$ cat src/rtl/ras_recur_ckpt_if.sv
// ras_recur_ckpt_if: predictor <-> return address stack bundle
// master (fetch predictor): drives push/pop/restore, reads top and checkpoint outputs
// slave (ras_recur_ckpt): consumes push/pop/restore, drives top_valid/top_target/ckpt_*
interface ras_recur_ckpt_if #(
    parameter int RAS_ENTRIES      = 8,
    parameter int RAS_TARGET_WIDTH = 31,
    parameter int RAS_RECUR_WIDTH  = 2
);
    localparam int LW = $clog2(RAS_ENTRIES);
    logic                        push_valid;
    logic [RAS_TARGET_WIDTH-1:0] push_target;
    logic                        pop_valid;
    logic                        top_valid;
    logic [RAS_TARGET_WIDTH-1:0] top_target;
    logic [LW-1:0]               ckpt_ptr;
    logic [LW:0]                 ckpt_count;
    logic [RAS_RECUR_WIDTH-1:0]  ckpt_recur;
    logic                        restore_valid;
    logic [LW-1:0]               restore_ptr;
    logic [LW:0]                 restore_count;
    logic [RAS_RECUR_WIDTH-1:0]  restore_recur;
    modport master (
        output push_valid, push_target, pop_valid, restore_valid, restore_ptr, restore_count, restore_recur,
        input  top_valid, top_target, ckpt_ptr, ckpt_count, ckpt_recur
    );
    modport slave (
        input  push_valid, push_target, pop_valid, restore_valid, restore_ptr, restore_count, restore_recur,
        output top_valid, top_target, ckpt_ptr, ckpt_count, ckpt_recur
    );
endinterface

$ cat src/rtl/ras_recur_ckpt.sv
// ras_recur_ckpt: circular return address stack with per-entry recursion counters and checkpoint restore
// CLK, RST (async active-high); bus: ras_recur_ckpt_if.slave carrying push/pop/restore in, top/ckpt out
module ras_recur_ckpt #(
    parameter int RAS_ENTRIES      = 8,
    parameter int RAS_TARGET_WIDTH = 31,
    parameter int RAS_RECUR_WIDTH  = 2
) (
    input logic            CLK,
    input logic            RST,
    ras_recur_ckpt_if.slave bus
);
    localparam int LW = $clog2(RAS_ENTRIES);
    localparam logic [LW:0] FULL = (LW+1)'(RAS_ENTRIES);
    logic [RAS_TARGET_WIDTH-1:0] tgt [RAS_ENTRIES];
    logic [RAS_RECUR_WIDTH-1:0]  rec [RAS_ENTRIES];
    logic [LW-1:0]               ptr;
    logic [LW:0]                 count;
    logic [LW-1:0]               ptr_inc;
    logic                        match;
    assign ptr_inc        = ptr + 1'b1;
    // a repeated call to the current top shares its entry until the counter saturates
    assign match          = (count != '0) && (bus.push_target == tgt[ptr]) && !(&rec[ptr]);
    assign bus.top_valid  = count != '0;
    assign bus.top_target = tgt[ptr];
    assign bus.ckpt_ptr   = ptr;
    assign bus.ckpt_count = count;
    assign bus.ckpt_recur = rec[ptr];
    always_ff @(posedge CLK or posedge RST) begin
        if (RST) begin
            for (int i = 0; i < RAS_ENTRIES; i++) begin
                tgt[i] <= '0;
                rec[i] <= '0;
            end
            ptr   <= '0;
            count <= '0;
        end else if (bus.restore_valid) begin
            ptr                   <= bus.restore_ptr;
            count                 <= bus.restore_count;
            rec[bus.restore_ptr]  <= bus.restore_recur;
        end else if (bus.push_valid && bus.pop_valid) begin
            // tail call: replace the top in place
            tgt[ptr] <= bus.push_target;
            rec[ptr] <= '0;
            if (count == '0) count <= 1'b1;
        end else if (bus.push_valid) begin
            if (match) begin
                rec[ptr] <= rec[ptr] + 1'b1;
            end else begin
                ptr          <= ptr_inc;
                tgt[ptr_inc] <= bus.push_target;
                rec[ptr_inc] <= '0;
                if (count != FULL) count <= count + 1'b1;
            end
        end else if (bus.pop_valid && count != '0) begin
            if (rec[ptr] != '0) begin
                rec[ptr] <= rec[ptr] - 1'b1;
            end else begin
                ptr   <= ptr - 1'b1;
                count <= count - 1'b1;
            end
        end
    end
endmodule

$ cat src/flat_wrapper.sv
// flat-port wrapper written by rule: the top's interface ports become plain ports
module ras_recur_ckpt_flat 
#(
    parameter int RAS_ENTRIES      = 8,
    parameter int RAS_TARGET_WIDTH = 31,
    parameter int RAS_RECUR_WIDTH  = 2
)
  (CLK, RST, bus_push_valid, bus_push_target, bus_pop_valid, bus_restore_valid, bus_restore_ptr, bus_restore_count, bus_restore_recur, bus_top_valid, bus_top_target, bus_ckpt_ptr, bus_ckpt_count, bus_ckpt_recur);
  ras_recur_ckpt_if #(.RAS_ENTRIES(RAS_ENTRIES), .RAS_TARGET_WIDTH(RAS_TARGET_WIDTH), .RAS_RECUR_WIDTH(RAS_RECUR_WIDTH)) bus_i ();
  input logic CLK;
  input logic RST;
  input wire logic [$bits(bus_i.push_valid)-1:0] bus_push_valid;
  input wire logic [$bits(bus_i.push_target)-1:0] bus_push_target;
  input wire logic [$bits(bus_i.pop_valid)-1:0] bus_pop_valid;
  input wire logic [$bits(bus_i.restore_valid)-1:0] bus_restore_valid;
  input wire logic [$bits(bus_i.restore_ptr)-1:0] bus_restore_ptr;
  input wire logic [$bits(bus_i.restore_count)-1:0] bus_restore_count;
  input wire logic [$bits(bus_i.restore_recur)-1:0] bus_restore_recur;
  output wire logic [$bits(bus_i.top_valid)-1:0] bus_top_valid;
  output wire logic [$bits(bus_i.top_target)-1:0] bus_top_target;
  output wire logic [$bits(bus_i.ckpt_ptr)-1:0] bus_ckpt_ptr;
  output wire logic [$bits(bus_i.ckpt_count)-1:0] bus_ckpt_count;
  output wire logic [$bits(bus_i.ckpt_recur)-1:0] bus_ckpt_recur;
  assign bus_i.push_valid = bus_push_valid;
  assign bus_i.push_target = bus_push_target;
  assign bus_i.pop_valid = bus_pop_valid;
  assign bus_i.restore_valid = bus_restore_valid;
  assign bus_i.restore_ptr = bus_restore_ptr;
  assign bus_i.restore_count = bus_restore_count;
  assign bus_i.restore_recur = bus_restore_recur;
  assign bus_top_valid = bus_i.top_valid;
  assign bus_top_target = bus_i.top_target;
  assign bus_ckpt_ptr = bus_i.ckpt_ptr;
  assign bus_ckpt_count = bus_i.ckpt_count;
  assign bus_ckpt_recur = bus_i.ckpt_recur;
  ras_recur_ckpt #(.RAS_ENTRIES(RAS_ENTRIES), .RAS_TARGET_WIDTH(RAS_TARGET_WIDTH), .RAS_RECUR_WIDTH(RAS_RECUR_WIDTH)) u_core (.CLK(CLK), .RST(RST), .bus(bus_i));
endmodule
$ cat config.mk
export PLATFORM = sky130hd
export DESIGN_NAME = ras_recur_ckpt_flat
export DESIGN_NICKNAME = d
export VERILOG_FILES = /design/src/rtl/ras_recur_ckpt_if.sv /design/src/rtl/ras_recur_ckpt.sv /design/src/flat_wrapper.sv
export SDC_FILE = /design/constraint.sdc
export NUM_CORES = 1
export LEC_CHECK = 0
export CORE_MARGIN = 1
export CORE_UTILIZATION = 25
export CTS_CLUSTER_DIAMETER = 40
export DETAILED_ROUTE_END_ITERATION = 8
export PLACE_DENSITY = 0.51
export SLEW_MARGIN = 20
export SYNTH_ARGS = -nofsm -noshare
export SYNTH_HDL_FRONTEND = slang
export SYNTH_SLANG_ARGS = --single-unit
export TNS_END_PERCENT = 30
$ cat constraint.sdc
create_clock -name CLK -period 12.3 [get_ports CLK]
set_input_delay 2.46 -clock CLK [delete_from_list [all_inputs] [get_ports CLK]]
set_output_delay 2.46 -clock CLK [all_outputs]
set_load 0.02 [all_outputs]
# Word level (Yosys, flattened, before mapping)
# Index checks and enable logic that the tools add are counted.
# Widths: inputs -> output; s select.
classes:
  order_cmp: 6
  reduce_logical: 20
  bitwise_logic: 8
  eq_ne: 10
  addsub: 6
  n_mux: 44
op_table:
  columns: ["cell", "count"]
  rows:
  - ["$mux 248", 3]
  - ["$bwmux 248", 2]
  - ["$demux 31 s3", 2]
  - ["$mux 31", 4]
  - ["$mux 16", 6]
  - ["$bmux 31 s3", 1]
  - ["$bwmux 16", 3]
  - ["$and 16x16->16", 2]
  - ["$mux 4", 8]
  - ["$not 16->16", 2]
  - ["$eq 31x31->1", 1]
  - ["$demux 2 s3", 3]
  - ["$mux 3", 6]
  - ["$ge 4x4->1 const B", 3]
  - ["$lt 4x1->1 const B", 3]
  - ["$not 3->4", 3]
  - ["$reduce_bool 4->1", 3]
  - ["$mux 2", 5]
  - ["$ne 3x3->1 const B", 3]
  - ["$ne 4x4->1 const B", 2]
  - ["$logic_and 1x1->1", 7]
  - ["$bmux 2 s3", 1]
  - ["$reduce_and 5->1", 1]
  - ["$add 4x1->4 const B", 1]
  - ["16 further kinds", 19]
word_totals:
  reg_bits: 271
  input_bits: 45
  wordCells: 112

# Logic depth before layout (Yosys ltp)
# Gate-level depths: netlist (run 1).
logic_depth:
  ltp_word: 12
  depth_mapped: 21
  depth_no_buf: 14

# Least setup slack after synthesis (run 1)
# No wires, ideal clock.
synth_timing:
  path_type: "reg-to-output"
  from: "reg u_core.ptr[0] (netlist: u_core.bus.ckpt_ptr[0])"
  to: "out bus_ckpt_recur[0]"
  t_arrival_ns: 3.265
  required_time_ns: 9.840
  setup_slack_ns: 6.575
  stages_incl_launch_ff: 11
  n_path_buf: 6
  path_cell_list: "dfrtp_1 buf_6 buf_6 buf_6 buf_6 buf_2 buf_1 mux2i_1 a21oi_1 nor2_1 a2111oi_0"
synth_between:
  elab_chain_len: 4
synth_rtl:
  columns: ["item", "line_no", "source"]
  rows:
  - ["start: declaration", "ras_recur_ckpt.sv:16", "logic [LW-1:0] ptr;"]
  - ["start signal: assignment", "ras_recur_ckpt.sv:37", "ptr <= bus.restore_ptr;"]
  - ["start signal: assignment", "ras_recur_ckpt.sv:49", "ptr <= ptr_inc;"]
  - ["start signal: assignment", "ras_recur_ckpt.sv:58", "ptr <= ptr - 1'b1;"]
  - ["$not 3->4 (implied by the code)", "ras_recur_ckpt.sv:27", "assign bus.ckpt_recur = rec[ptr];"]
  - ["$bmux 2 s3", "ras_recur_ckpt.sv:27", null]
  - ["$mux 2 (implied by the code) (2 in a row)", "ras_recur_ckpt.sv:27", null]
  - ["end: declaration", "flat_wrapper.sv:23", "output wire logic [$bits(bus_i.ckpt_recur)-1:0] bus_ckpt_recur;"]
# Every way passes these cells. The select of a mux whose other input is x is not followed.

# Worst setup path in the final report (run 1)
layout_timing:
  from: "reg u_core.ptr[0] (netlist: u_core.bus.ckpt_ptr[0])"
  to: "out bus_top_target[8]"
layout_between:
  elab_chain_len: 4
layout_rtl:
  columns: ["item", "line_no", "source"]
  rows:
  - ["$not 3->4 (implied by the code)", "ras_recur_ckpt.sv:24", "assign bus.top_target = tgt[ptr];"]
  - ["$bmux 31 s3", "ras_recur_ckpt.sv:24", null]
  - ["$mux 31 (implied by the code) (2 in a row)", "ras_recur_ckpt.sv:24", null]
  - ["end: declaration", "flat_wrapper.sv:20", "output wire logic [$bits(bus_i.top_target)-1:0] bus_top_target;"]
# Every way passes these cells. The select of a mux whose other input is x is not followed.

==> flow_metrics.env, run 1 <==
export IMPL_ys_types=70
export IMPL_p_int_uw=3180
export IMPL_cp_max_fo=51
export IMPL_min_period_ps=6800
export IMPL_cts_resized=0
export IMPL_nNetsFinal=1282
export IMPL_fin_skew_ps=12.5
export IMPL_syn_nets=1229
export IMPL_drt_iter0_markers=795
export IMPL_synth_top_cell_area_share=0.461
export IMPL_die_w_um=244
export IMPL_crit_arrival_ps=4340
export IMPL_swShare=0.363
export IMPL_n_fill_cell=5940
export IMPL_hold_path_class="reg2reg"
export IMPL_worstMarginPinSlew_ps=1010
export IMPL_ir_drop_v=0.000167
export IMPL_p_sw_uw=1810
export IMPL_clk_pin_slew_worst_paths_ps=50
export IMPL_rsz0062_at_grt="false"
export IMPL_cts_max_level=2
export IMPL_ys_seq_elements=271
export IMPL_yosysWarnings=0
export IMPL_netlist_instances=1177
export IMPL_start_kind="flop"
export IMPL_r2r_cells=15
export IMPL_clkSinkCount=271
export IMPL_end_kind="primary output"
export IMPL_hold_violations=0
export IMPL_drcViolationCount=0
export IMPL_r2r_end="u_core.tgt[199]"
export IMPL_finalCritPeriodShare=0.553
export IMPL_worstHoldStart="u_core.tgt[110]"
export IMPL_slew_limit_headroom=0.322
export IMPL_maxCapViolations=0
export IMPL_pwr_share_comb=0.438
export IMPL_ctsRootBufferMaster="clkbuf_16"
export IMPL_holdWs_ps=483
export IMPL_synth_edf_count=0
export IMPL_fp_coreArea_um2=57900
export IMPL_r2r_setup_slack_ps=5630
export IMPL_p_seq_frac=0.317
export IMPL_regArea_um2=6790
export IMPL_setup_tns_ps=0
export IMPL_crit_path_cell_trace="buf_4, mux2_2, a221oi_1, nor2_1, a221oi_1, inv_1, clkdlybuf4s50_1"
export IMPL_vias=9967
export IMPL_slowest_delay_ps=790
export IMPL_row_count=88
export IMPL_p_leak_uw=0.00732
export IMPL_hold_buffers=0
export IMPL_power_density_nw_per_um2=282
export IMPL_tritoncts="yes"
export IMPL_die_h_um=244
export IMPL_dieArea_um2=59800
export IMPL_ant_nets=0
export IMPL_async_reset_ff_frac=1.00
export IMPL_r2r_start="u_core.bus.ckpt_ptr[1]"
export IMPL_crit_required_ps=9840
export IMPL_cpMostUsedCell="a221oi_1"
export IMPL_routed_via_density=4.92
export IMPL_status="completed"
export IMPL_timing_fmax_mhz=147
export IMPL_portBuffers=85
export IMPL_p_clk_frac=0.245
export IMPL_gp_congestion=0.860
export IMPL_stdcell_count=2027
export IMPL_multi_input_area_um2=7360
export IMPL_cts_max_path_buffers=3
export IMPL_n_antenna_cell=0
export IMPL_setup_violations_final=0
export IMPL_final_common_cell="dfrtp_1"
export IMPL_critical_path_class="reg2out"
export IMPL_area_growth_pct=20.2
export IMPL_postCtsSetupBuffers=0
export IMPL_syn_area_per_cell_um2=12.5
export IMPL_grt_use_total=0.145
export IMPL_yosysTopAreaCell="dfrtp_1"
export IMPL_drive_gt1_frac=0.332
export IMPL_grt_pass1_wl_um=66300
export IMPL_dp_hpwl_um=26400
export IMPL_slew_viol_final=0
export IMPL_io_pins=86
export IMPL_min_to="u_core.tgt[110]"
export IMPL_antenna_found_initial=2
export IMPL_clk_latency_ps=540
export IMPL_initial_core_util=0.254
export IMPL_final_util=0.305
export IMPL_final_cell_mix="dfrtp_1 (268), mux2_2 (185), mux2_4 (97), clkdlybuf4s50_1 (85), nand2_1 (64)"
export IMPL_wl_um=43300
export IMPL_syn_area_um2=14700
export IMPL_first_pass_iters=5
export IMPL_first_global_vias=10374
export IMPL_seq_area_frac_synth=0.461
export IMPL_cts_buffers_inserted=41
export IMPL_place_inst=1952
export IMPL_yosys_top_cells_area="dfrtp_1 (46%), mux2_2 (14%), mux2_4 (9.9%)"
export IMPL_min_path_cells=1
export IMPL_synth_ff_type="dfrtp_1"
export IMPL_grt_max_degree=128
export IMPL_wl_per_cell_um=21.3
export IMPL_grt_ovfl_total=0
export IMPL_crit_slowest_cell="buf_4"
==> final cells by class <==
type | instances | share of cell area
clock buffer | 48 | 0.0648
clock inverter | 27 | 0.0172
inverter | 19 | 0.00446
multi-input combinational | 789 | 0.417
sequential | 271 | 0.384
tap | 765 | 0.0542
timing repair buffer | 108 | 0.0580
==> cells in the mapped netlist (4+ instances only) <==
cell type  instances
mux2_2           185
a21o_1             5
clkbuf_1          27
mux2_4            97
inv_1             17
xnor2_1            7
a31oi_1           12
dfrtp_1          271
a221oi_1          10
a21oi_1           15
nor2b_1            7
o31ai_1           14
mux4_2            14
o21ai_0           49
nand3_1           23
o221ai_1           5
mux2i_1           51
a22oi_1           15
nor3_1            11
or3_1              8
xor2_1            17
a22o_1            14
ha_1               6
o32ai_1            8
buf_6             20
o41a_1             8
a211o_1            4
nor2_1            46
nand3b_1           4
and3_1             6
nand2b_1           6
and2_1             7
a221o_1            8
nand4_1            4
nand2_1           64
buf_2             28
o22ai_1           12
buf_1             20
mux2_1             5
a311o_1            4
==> cell families (layout without fill, tap and decap cells) <==
group,after synthesis,in the layout,share of synthesized area
AO/OA/AOI/OAI,206,206,0.107
XOR/XNOR,24,24,0.0143
adder cells (fa/ha/maj),7,7,0.00647
buffers and inverters,117,202,0.0433
flip-flops,271,271,0.461
multiplexers,352,352,0.301
AND/OR/NAND/NOR,200,200,0.0665
==> power by group through the flow <==
stage / clock network [uW] / logic (uW) / registers (uW)
floorplan: 0 / 1520 / 1510
global placement: 0 / 2180 / 1570
detailed placement: 0 / 2200 / 1580
CTS: 1250 / 2220 / 1570
global route: 1290 / 2350 / 1630
finish: 1220 / 2180 / 1580
==> through the flow <==
stage                     setup slack, ps  area (um2)  power, uW
final                                5500       17700       4980
after global routing                 5200       17700       5270
after CTS                            5530       17700       5040
after detailed placement             5230       16200       3790
after global placement               5270       16200       3750
after floorplan                      2370       14700       3030
==> metal layers <==
layer | GRT usage | part of all wire | up-vias
li1 | - | - | 4468
met1 | 0.199 | 0.47 | 5147
met2 | 0.231 | 0.46 | 288
met3 | 0.0312 | 0.057 | 60
met4 | 0.0333 | 0.018 | 4
met5 | 0 | 0.00053 | -
==> worst max-delay path by stage <==
stage,from,to,slack [ps],depth (start not counted)
after floorplan,RST,u_core.bus.ckpt_count[0],2370,1
after global routing,u_core.bus.ckpt_ptr[0],bus_top_target[8],5200,7
after CTS,u_core.bus.ckpt_ptr[0],bus_top_target[8],5530,7
after detailed placement,bus_push_target[13],u_core.tgt[176],5230,10
after global placement,bus_push_target[10],u_core.tgt[211],5270,10
final,u_core.bus.ckpt_ptr[0],bus_top_target[8],5500,7
==> worst max-delay path, delay by kind of cell, from the launching register on <==
family	cells	cell delay (ps)
AOI/OAI and AO/OA	2	1000
buffers and inverters	3	1470
DFF	1	780
muxes	1	410
and+or+nand+nor	1	90
==> state kept, by name, summed over array words and instances, names as in the netlist <==
name                   flops
u_core.tgt               248
u_core.bus.ckpt_count      4
u_core.rec                16
u_core.bus.ckpt_ptr        3
No activity file was read; power rests on OpenSTA's default activity.
==> inputs of run 2 (changes only) <==
==> constraint.sdc (replaced) <==
create_clock -name CLK -period 6.4 [get_ports CLK]
set_input_delay 1.28 -clock CLK [delete_from_list [all_inputs] [get_ports CLK]]
set_output_delay 1.28 -clock CLK [all_outputs]
set_load 0.02 [all_outputs]
==> run 2 against run 1 <==
  * Hold slack better by 3.2 ps
  * Cell area rose by 1.7%
  * Via count up 1.7%
  * Die area did not move
  * Core utilization rose by 0.51 points
  * Sequential share of layout area decreased by 0.64 points
  * Critical path depth fell by 2
  * Critical endpoint is now bus_ckpt_recur[0]
  * Largest power group unchanged
==> flow_metrics.env, run 2 (synthesis gave the netlist of run 1 again) <==
export IMPL_fin_skew_ps=37.5
export IMPL_wl_um=44200
export IMPL_worstSetupEndpoint="bus_ckpt_recur[0]"
export IMPL_postCtsSetupBuffers=0
export IMPL_crit_required_ps=5120
export IMPL_end_kind="primary output"
export IMPL_drcViolationCount=0
export IMPL_wl_per_cell_um=21.6
export IMPL_slowest_delay_ps=890
export IMPL_cts_max_path_buffers=3
export IMPL_io_pins=86
export IMPL_start_kind="flop"
export IMPL_stdcell_count=2048
export IMPL_nNetsFinal=1297
export IMPL_slew_viol_final=0
export IMPL_min_path_cells=1
export IMPL_clk_pin_slew_worst_paths_ps=50
export IMPL_cts_buffers_inserted=47
export IMPL_routed_via_density=4.95
export IMPL_hold_path_class="reg2reg"
export IMPL_r2r_end="u_core.tgt[235]"
export IMPL_fin_area_um2=18000
export IMPL_grt_use_total=0.148
export IMPL_tritoncts="yes"
export IMPL_initial_core_util=0.254
export IMPL_first_pass_iters=5
export IMPL_cts_resized=0
export IMPL_largest_register_ffs=248
export IMPL_worstMarginPinSlew_ps=1050
export IMPL_dieArea_um2=59800
export IMPL_ir_drop_v=0.000295
export IMPL_holdWs_ps=486
export IMPL_cts_max_level=2
export IMPL_place_inst=1961
export IMPL_crit_arrival_ps=4170
export IMPL_min_period_ps=5450
export IMPL_grt_pass1_wl_um=67300
export IMPL_ant_nets=0
export IMPL_portBuffers=85
export IMPL_crit_path_cell_trace="inv_1, nand2_1, nor2_1, a2111oi_0, clkdlybuf4s50_1"
export IMPL_p_leak_uw=0.00746
export IMPL_rsz0062_at_grt="false"
export IMPL_timing_fmax_mhz=183
export IMPL_placed_area_um2=16300
export IMPL_final_cell_mix="dfrtp_1 (269), mux2_2 (185), mux2_4 (97), clkdlybuf4s50_1 (85), nand2_1 (64)"
export IMPL_setup_violations_final=0
export IMPL_cp_max_fo=50
export IMPL_setup_tns_ps=0
export IMPL_ctsRootBufferMaster="clkbuf_16"
export IMPL_antenna_found_initial=6
export IMPL_clk_latency_ps=570
export IMPL_status="completed"
export IMPL_hold_violations=0
export IMPL_slew_limit_headroom=0.283
export IMPL_n_fill_cell=5900
export IMPL_r2r_setup_slack_ps=1060
export IMPL_r2r_start="u_core.bus.ckpt_ptr[0]"
export IMPL_first_global_vias=10396
export IMPL_gp_congestion=0.865
export IMPL_die_w_um=244
export IMPL_grt_max_degree=172
export IMPL_critical_path_class="reg2out"
export IMPL_power_density_nw_per_um2=547
export IMPL_die_h_um=244
export IMPL_finalCritPeriodShare=0.852
export IMPL_crit_slowest_cell="dfrtp_4"
export IMPL_clkSinkCount=271
export IMPL_fp_coreArea_um2=57900
export IMPL_row_count=88
export IMPL_grt_ovfl_total=0
export IMPL_finalPower_uw=9830
export IMPL_final_common_cell="dfrtp_1"
export IMPL_drt_iter0_markers=797
export IMPL_dp_hpwl_um=27200
export IMPL_hold_buffers=0
export IMPL_maxCapViolations=0
export IMPL_vias=10139
export IMPL_r2r_cells=13
export IMPL_drive_gt1_frac=0.338
export IMPL_area_growth_pct=22.2
export IMPL_registers_top_by_ff_count="u_core.tgt"
export IMPL_startpoint="u_core.bus.ckpt_ptr[0]"
## run 2: cell count changes in the layout (fill, tap and decap cells not counted), sizes merged, moves of 6 or more
cell / previous run / this run
buf: 23 / 32
clkbuf: 48 / 59
clkinv: 13 / 19
inv: 26 / 18
## run 2: routing by layer
| layer | part of all wire | GRT usage | vias to the layer above |
|---|---|---|---|
| li1 | - | - | 4512 |
| met2 | 0.45 | 0.225 | 311 |
| met5 | 0.0014 | 0 | - |
| met3 | 0.063 | 0.0344 | 95 |
| met4 | 0.027 | 0.0528 | 10 |
| met1 | 0.45 | 0.203 | 5211 |
## run 2: stage by stage
stage	utilization	worst slack, ps
3_3_place_gp	0.282	1270
5_1_grt	0.310	882
6_report	0.310	950
4_1_cts	0.310	1020
2_1_floorplan	-	1220
3_5_place_dp	0.282	1160
## run 2: worst min-delay path by stage
| stage | start | endpoint | slack, ps |
|---|---|---|---|
| floorplan | u_core.tgt[105] | u_core.tgt[105] | 450 |
| global placement | u_core.tgt[105] | u_core.tgt[105] | 470 |
| detailed placement | u_core.tgt[104] | u_core.tgt[104] | 480 |
| CTS | u_core.tgt[104] | u_core.tgt[104] | 490 |
| global route | u_core.tgt[104] | u_core.tgt[104] | 510 |
| finish | u_core.tgt[103] | u_core.tgt[103] | 490 |
## run 2: final cells by class
| class | instances | area [um2] | area share |
|---|---|---|---|
| multi-input cells | 789 | 7360 | 0.410 |
| flip-flops and latches | 271 | 6790 | 0.378 |
| well taps | 765 | 957 | 0.0533 |
| inverters | 19 | 75.1 | 0.00418 |
| diodes | 1 | 2.50 | 0.000139 |
| clock buffers | 59 | 1290 | 0.0719 |
| clock inverters | 27 | 324 | 0.0181 |
| repair buffers | 117 | 1150 | 0.0643 |
## run 2: power breakdown
group	switching (uW)	internal, uW	total, uW	leakage, uW
clock network	911	1640	2550	0.000789
logic	2110	2110	4220	0.00336
registers	514	2550	3060	0.00331
## run 2: worst max-delay path, delay by kind of cell (launching register included)
kind                   cells  cell delay (ps)
AO/OA/AOI/OAI              1              830
buffers and inverters      2             1380
flip-flops                 1              890
AND/OR/NAND/NOR            2              470
==> inputs of run 3 (changes only) <==
--- a/config.mk
+++ b/config.mk
@@ -9,6 +9,7 @@
 export CORE_UTILIZATION = 25
 export CTS_CLUSTER_DIAMETER = 40
 export DETAILED_ROUTE_END_ITERATION = 8
+export HOLD_SLACK_MARGIN = 0.03
 export PLACE_DENSITY = 0.51
 export SLEW_MARGIN = 20
 export SYNTH_ARGS = -nofsm -noshare
==> results of run 3 <==
Same layout as run 2: the final DEF is identical, and so are final timing and power.
